File: src/rtl/sys_result_collector_if.sv
// rtl/sys_result_collector_if.sv - result stream, readout port and status bundle of the result collector
interface sys_result_collector_if #(
  parameter int DW = 16
);
  logic          start;
  logic          relu_en;
  logic          res_sig;
  logic [DW-1:0] result;
  logic          rd_en;
  logic [DW-1:0] o_data;
  logic          o_valid;
  logic          o_last;
  logic [7:0]    o_row;
  logic [7:0]    o_col;
  logic          busy;
  logic          done;
  logic          err;

  modport slave (
    input  start, relu_en, res_sig, result, rd_en,
    output o_data, o_valid, o_last, o_row, o_col, busy, done, err
  );

  modport master (
    output start, relu_en, res_sig, result, rd_en,
    input  o_data, o_valid, o_last, o_row, o_col, busy, done, err
  );
endinterface

File: src/rtl/sys_result_collector.sv
// rtl/sys_result_collector.sv - buffers one OUT_DIM x OUT_DIM result map (optional ReLU) and streams it out in raster order
module sys_result_collector #(
  parameter int SIZE = 14,
  parameter int K    = 3,
  parameter int DW   = 16
) (
  input  logic                  clk,
  input  logic                  rst_n,
  sys_result_collector_if.slave bus
);
  localparam int OUT_DIM = SIZE - K + 1;
  localparam int DEPTH   = OUT_DIM * OUT_DIM;
  localparam int PW      = $clog2(DEPTH);

  typedef enum logic [1:0] {IDLE, COLLECT, READ} state_t;

  state_t        state;
  logic [PW-1:0] wr_ptr;
  logic [PW-1:0] rd_ptr;
  logic [7:0]    row;
  logic [7:0]    col;
  logic          relu;
  logic [DW-1:0] o_data;
  logic          o_valid;
  logic          o_last;
  logic          busy;
  logic          done;
  logic          err;
  logic [DW-1:0] mem [DEPTH];
  logic [DW-1:0] wdata;
  logic          col_wrap;

  // ReLU only looks at the sign bit; the word is otherwise stored as received.
  assign wdata    = (relu && bus.result[DW-1]) ? '0 : bus.result;
  assign col_wrap = (col == 8'(OUT_DIM - 1));

  always_ff @(posedge clk) begin
    if (state == COLLECT && bus.res_sig) begin
      mem[wr_ptr] <= wdata;
    end
  end

  always_ff @(posedge clk or negedge rst_n) begin
    if (!rst_n) begin
      state   <= IDLE;
      wr_ptr  <= '0;
      rd_ptr  <= '0;
      row     <= '0;
      col     <= '0;
      relu    <= 1'b0;
      o_data  <= '0;
      o_valid <= 1'b0;
      o_last  <= 1'b0;
      busy    <= 1'b0;
      done    <= 1'b0;
      err     <= 1'b0;
    end else begin
      o_valid <= 1'b0;
      o_last  <= 1'b0;
      case (state)
        IDLE: begin
          if (bus.start) begin
            // A result arriving alongside start is dropped but still flagged.
            relu   <= bus.relu_en;
            err    <= bus.res_sig;
            wr_ptr <= '0;
            row    <= '0;
            col    <= '0;
            busy   <= 1'b1;
            state  <= COLLECT;
          end else if (bus.res_sig) begin
            err <= 1'b1;
          end
        end
        COLLECT: begin
          if (bus.res_sig) begin
            if (wr_ptr == PW'(DEPTH - 1)) begin
              wr_ptr <= '0;
              rd_ptr <= '0;
              row    <= '0;
              col    <= '0;
              done   <= 1'b1;
              state  <= READ;
            end else begin
              wr_ptr <= wr_ptr + 1'b1;
              col    <= col_wrap ? 8'd0 : col + 8'd1;
              row    <= col_wrap ? row + 8'd1 : row;
            end
          end
        end
        READ: begin
          if (bus.res_sig) begin
            err <= 1'b1;
          end
          if (bus.rd_en) begin
            o_data  <= mem[rd_ptr];
            o_valid <= 1'b1;
            if (rd_ptr == PW'(DEPTH - 1)) begin
              // The final word still pulses out next cycle, already in IDLE.
              o_last <= 1'b1;
              rd_ptr <= '0;
              row    <= '0;
              col    <= '0;
              busy   <= 1'b0;
              done   <= 1'b0;
              state  <= IDLE;
            end else begin
              rd_ptr <= rd_ptr + 1'b1;
              col    <= col_wrap ? 8'd0 : col + 8'd1;
              row    <= col_wrap ? row + 8'd1 : row;
            end
          end
        end
        default: state <= IDLE;
      endcase
    end
  end

  assign bus.o_data  = o_data;
  assign bus.o_valid = o_valid;
  assign bus.o_last  = o_last;
  assign bus.o_row   = row;
  assign bus.o_col   = col;
  assign bus.busy    = busy;
  assign bus.done    = done;
  assign bus.err     = err;
endmodule
File: src/flat_wrapper.sv
// flat-port wrapper written by rule: the top's interface ports become plain ports
module sys_result_collector_flat 
#(
  parameter int SIZE = 14,
  parameter int K    = 3,
  parameter int DW   = 16
)
  (clk, rst_n, bus_start, bus_relu_en, bus_res_sig, bus_result, bus_rd_en, bus_o_data, bus_o_valid, bus_o_last, bus_o_row, bus_o_col, bus_busy, bus_done, bus_err);
  sys_result_collector_if #(.DW(DW)) bus_i ();
  input  logic clk;
  input  logic rst_n;
  input wire logic [$bits(bus_i.start)-1:0] bus_start;
  input wire logic [$bits(bus_i.relu_en)-1:0] bus_relu_en;
  input wire logic [$bits(bus_i.res_sig)-1:0] bus_res_sig;
  input wire logic [$bits(bus_i.result)-1:0] bus_result;
  input wire logic [$bits(bus_i.rd_en)-1:0] bus_rd_en;
  output wire logic [$bits(bus_i.o_data)-1:0] bus_o_data;
  output wire logic [$bits(bus_i.o_valid)-1:0] bus_o_valid;
  output wire logic [$bits(bus_i.o_last)-1:0] bus_o_last;
  output wire logic [$bits(bus_i.o_row)-1:0] bus_o_row;
  output wire logic [$bits(bus_i.o_col)-1:0] bus_o_col;
  output wire logic [$bits(bus_i.busy)-1:0] bus_busy;
  output wire logic [$bits(bus_i.done)-1:0] bus_done;
  output wire logic [$bits(bus_i.err)-1:0] bus_err;
  assign bus_i.start = bus_start;
  assign bus_i.relu_en = bus_relu_en;
  assign bus_i.res_sig = bus_res_sig;
  assign bus_i.result = bus_result;
  assign bus_i.rd_en = bus_rd_en;
  assign bus_o_data = bus_i.o_data;
  assign bus_o_valid = bus_i.o_valid;
  assign bus_o_last = bus_i.o_last;
  assign bus_o_row = bus_i.o_row;
  assign bus_o_col = bus_i.o_col;
  assign bus_busy = bus_i.busy;
  assign bus_done = bus_i.done;
  assign bus_err = bus_i.err;
  sys_result_collector #(.SIZE(SIZE), .K(K), .DW(DW)) u_core (.clk(clk), .rst_n(rst_n), .bus(bus_i));
endmodule
File: config.mk
export PLATFORM = sky130hd
export DESIGN_NAME = sys_result_collector_flat
export DESIGN_NICKNAME = d
export VERILOG_FILES = /design/src/rtl/sys_result_collector_if.sv /design/src/rtl/sys_result_collector.sv /design/src/flat_wrapper.sv
export SDC_FILE = /design/constraint.sdc
export NUM_CORES = 2
export LEC_CHECK = 0
export ABC_AREA = 0
export BUFFER_PORTS_ARGS = -buffer_cell sky130_fd_sc_hd__buf_2
export CAP_MARGIN = 40
export CORE_ASPECT_RATIO = 1.2
export CORE_MARGIN = 5
export CORE_UTILIZATION = 45
export DETAILED_ROUTE_END_ITERATION = 10
export PLACE_DENSITY_LB_ADDON = 0.05
export SYNTH_ARGS = -nofsm -noshare
export SYNTH_HDL_FRONTEND = slang
export SYNTH_SLANG_ARGS = --single-unit
File: constraint.sdc
create_clock -name clk -period 6.8 [get_ports clk]
set_input_delay 0.34 -clock clk [delete_from_list [all_inputs] [get_ports clk]]
set_output_delay 0.34 -clock clk [all_outputs]
set_load 0.1 [all_outputs]
==> results_dict.tcl <==
set metrics [dict create \
    syn-num-nets 4382 \
    p_int_mw 26.2 \
    worstSetupPathType "flip-flop to flip-flop" \
    synth_cell_types 73 \
    yosys.area.top_type "edfxtp_1" \
    antenna_found_initial 11 \
    grtUsageTotal_pct 25.3 \
    seq_area_frac_synth_pct 77.0 \
    gr-total-overflow 0 \
    synth_cells 4347 \
    gp_congestion 0.833 \
    cts_hold_buf 15 \
    dp.cells 7106 \
    numCtsBuffers 230 \
    sw_frac_of_total_pct 29.8 \
    die_h_um 504 \
    portBuffers 58 \
    max-slew-margin-rel_pct 33.4 \
    report.final.slew_viol_count 0 \
    mostFrequentLayoutCells "2,304 x edfxtp_1, 509 x mux4_2, 245 x buf_4, 233 x clkbuf_16, 206 x mux2i_1" \
    cpPeakStageDelay_ns 0.71 \
    skew_ns 0.0283 \
    tns_ns 0 \
    die_area_mm2 0.213 \
    cp.arrival_ns 5.22 \
    vdd_drop_max_mv 0.341 \
    cts_tree "done" \
    crit_family "compound AO/OA/AOI/OAI gates" \
    ant_nets 0 \
    combPwrFrac_pct 22.4 \
    worstPathRequired_ns 7.56 \
    synth_area_mm2 0.0917 \
    fin_util_pct 51.3 \
    status "complete, no violations" \
    final.period_utilization_pct 65.6 \
    worst_pin_slew_ns 0.999 \
    nets 4736 \
    dp.final_hpwl_um 163000 \
    maxCapViolCount 0 \
    via_per_inst 6.11 \
    yosys-top-cells-area "edfxtp_1 75%, mux4_2 13%, mux2i_1 2.2%" \
    synth-edff-count 2304 \
    fmax_ghz 0.224 \
    instances_no_fill 7546 \
    vias 46100 \
    clkPwrFrac_pct 32.2 \
    crit_buf_inv 2 \
    yosys_warnings 0 \
    syn_to_final_growth_pct 13.5 \
    grt_pass1_wl_um 379000 \
    placementRows 181 \
    grt_max_degree 92 \
    p_seq_share_pct 45.4 \
    num_io_pins 59 \
    async_flop_share_pct 2.37 \
    crit_chain "buf_12 > nor2b_4 > buf_4 > a22oi_1 > a31oi_1 > nand4_1 > a211oi_1 > a2111oi_0 > a211o_1" \
    synth_top_cell_area_share_pct 75.5 \
    finalWorstPathRequiredPeriod_ns 4.46 \
    cts_buffer_depth 3 \
    routedWlPerCell_um 36.0 \
    cts_resized 0 \
    switching_power_mw 11.1 \
    synth_seq_cells 2360 \
    first_iter_violations 4965 \
    initial_core_util_pct 45.2 \
    rsz0062_at_grt "no" \
    critPathLaunchType "flip-flop" \
    clkSlewWorstSetupHoldPaths_ns 0.07 \
    cts_setup_buffers 0 \
    mostFrequentLayoutCell "edfxtp_1" \
    cts-htree-levels 4 \
    coreArea_mm2 0.203 \
    crit_path_end_kind "flip-flop" \
    grt_pass1_vias 46500 \
    p_leak_nw 32.3 \
    drc 0 \
    drive_gt1_share_pct 26.9 \
    whs_ns 0.0913 \
    drt_pass1_iterations 5 \
    drt-total-wl_um 272000 \
    die_w_um 422 \
    root_buffer "clkbuf_16" \
    setup_violations 0 \
    critical_path.max_fanout 83 \
    clock_latency_ns 0.87 \
    cp_slowest_cell "dfrtp_4" \
    power_per_cell_area_mw_per_mm2 359 \
    clock-sinks 2360 \
    syn_area_per_cell_um2 21.1 \
    synthFlopType "edfxtp_1" \
    hold_violations 0 \
    worst_hold_path_type "input pin to flip-flop" \
]
-- logic make-up after synthesis --
group / Yosys count / share of synthesized area [%]
AO/OA/AOI/OAI: 442 / 3.30
adder cells (fa/ha/maj): 13 / 0.177
multiplexers: 733 / 15.0
flip-flops: 2360 / 77.0
AND/OR/NAND/NOR: 520 / 2.65
XOR/XNOR: 15 / 0.143
buffers and inverters: 264 / 1.70
-- cells in the mapped netlist (all sizes together), types with 5 or more instances --
cell type	instances
edfxtp	2304
mux4	512
nor2	214
mux2i	206
buf	138
clkbuf	111
nand2	108
a22oi	84
a21oi	71
o21ai	63
dfrtp	56
o22ai	54
nand3	42
and2	29
nand4	25
nor2b	25
a31oi	24
a211oi	23
a221oi	22
nor3	20
a22o	17
o221ai	16
mux2	15
ha	13
inv	13
o211ai	13
nor4	12
nand2b	11
xor2	11
and3	8
a2111oi	7
or3	7
or2	6
a211o	5
a21o	5
o31ai	5
-- final timing paths --
path | start | to | cells past startpoint | slack [ns]
hold / removal | bus_result[11] | u_core.mem[14][11] | 2 | 0.09
min in group asynchronous | rst_n | u_core.state[1] | 3 | 0.21
max in group asynchronous | rst_n | u_core.bus.o_col[4] | 4 | 5.85
setup / recovery | u_core.rd_ptr[2] | u_core.bus.o_data[9] | 9 | 2.34
setup reg to reg | u_core.rd_ptr[2] | u_core.bus.o_data[9] | 9 | 2.34
hold reg to reg | u_core.bus.o_col[7] | u_core.bus.o_col[7] | 1 | 0.55
-- flip-flops by register name, indices dropped and copies added, names as in the netlist, 2 cells and up --
signal and cells:
u_core.bus.o_col 8, u_core.bus.o_data 16, u_core.bus.o_row 8, u_core.mem 2304, u_core.rd_ptr 8, u_core.state 2, u_core.wr_ptr 8
-- stage by stage --
step	total power [mW]	setup slack [ns]	area, µm²
floorplan	22.4	1.95	91700
global placement	25.4	1.94	96100
detailed placement	25.7	2.57	96900
CTS	37.7	2.56	104000
global route	38.5	2.48	104000
finish	37.3	2.34	104000
-- cell type report --
cell class              instances  area [µm²]
well taps                    2653        3320
clock buffers                 298        6090
diodes                          6        15.0
fillers                     16000       98700
multi-input cells            1723       19800
clock inverters               120         851
flip-flops and latches       2360       70600
inverters                      15        61.3
repair buffers                371        3210
-- worst reg2reg max path: cells and delay by family, from the launching register on --
family | cells | cell delay [ns]
compound gates | 5 | 1.48
buf+inv | 2 | 0.85
flops | 1 | 0.71
simple gates | 2 | 1.31
-- power groups by stage --
stage	Sequential [mW]	Clock [mW]	Combinational, mW
finish	17.0	12.0	8.35
global placement	17.4	0	8.08
floorplan	17.6	0	4.81
CTS	17.0	12.3	8.43
detailed placement	17.3	0	8.40
global route	16.9	12.8	8.75
-- layer usage --
| metal | part of all wire [%] | vias up | routed length (µm) | global-route usage [%] |
|---|---|---|---|---|
| met5 | 0.0033 | - | 9 | 0 |
| met4 | 3.6 | 2 | 9690 | 8.12 |
| met3 | 6.4 | 384 | 17500 | 4.54 |
| met2 | 49 | 1624 | 133000 | 41.5 |
| met1 | 41 | 25200 | 112000 | 34.9 |
| li1 | - | 18900 | - | - |
Power figures use the tool's default switching activity.
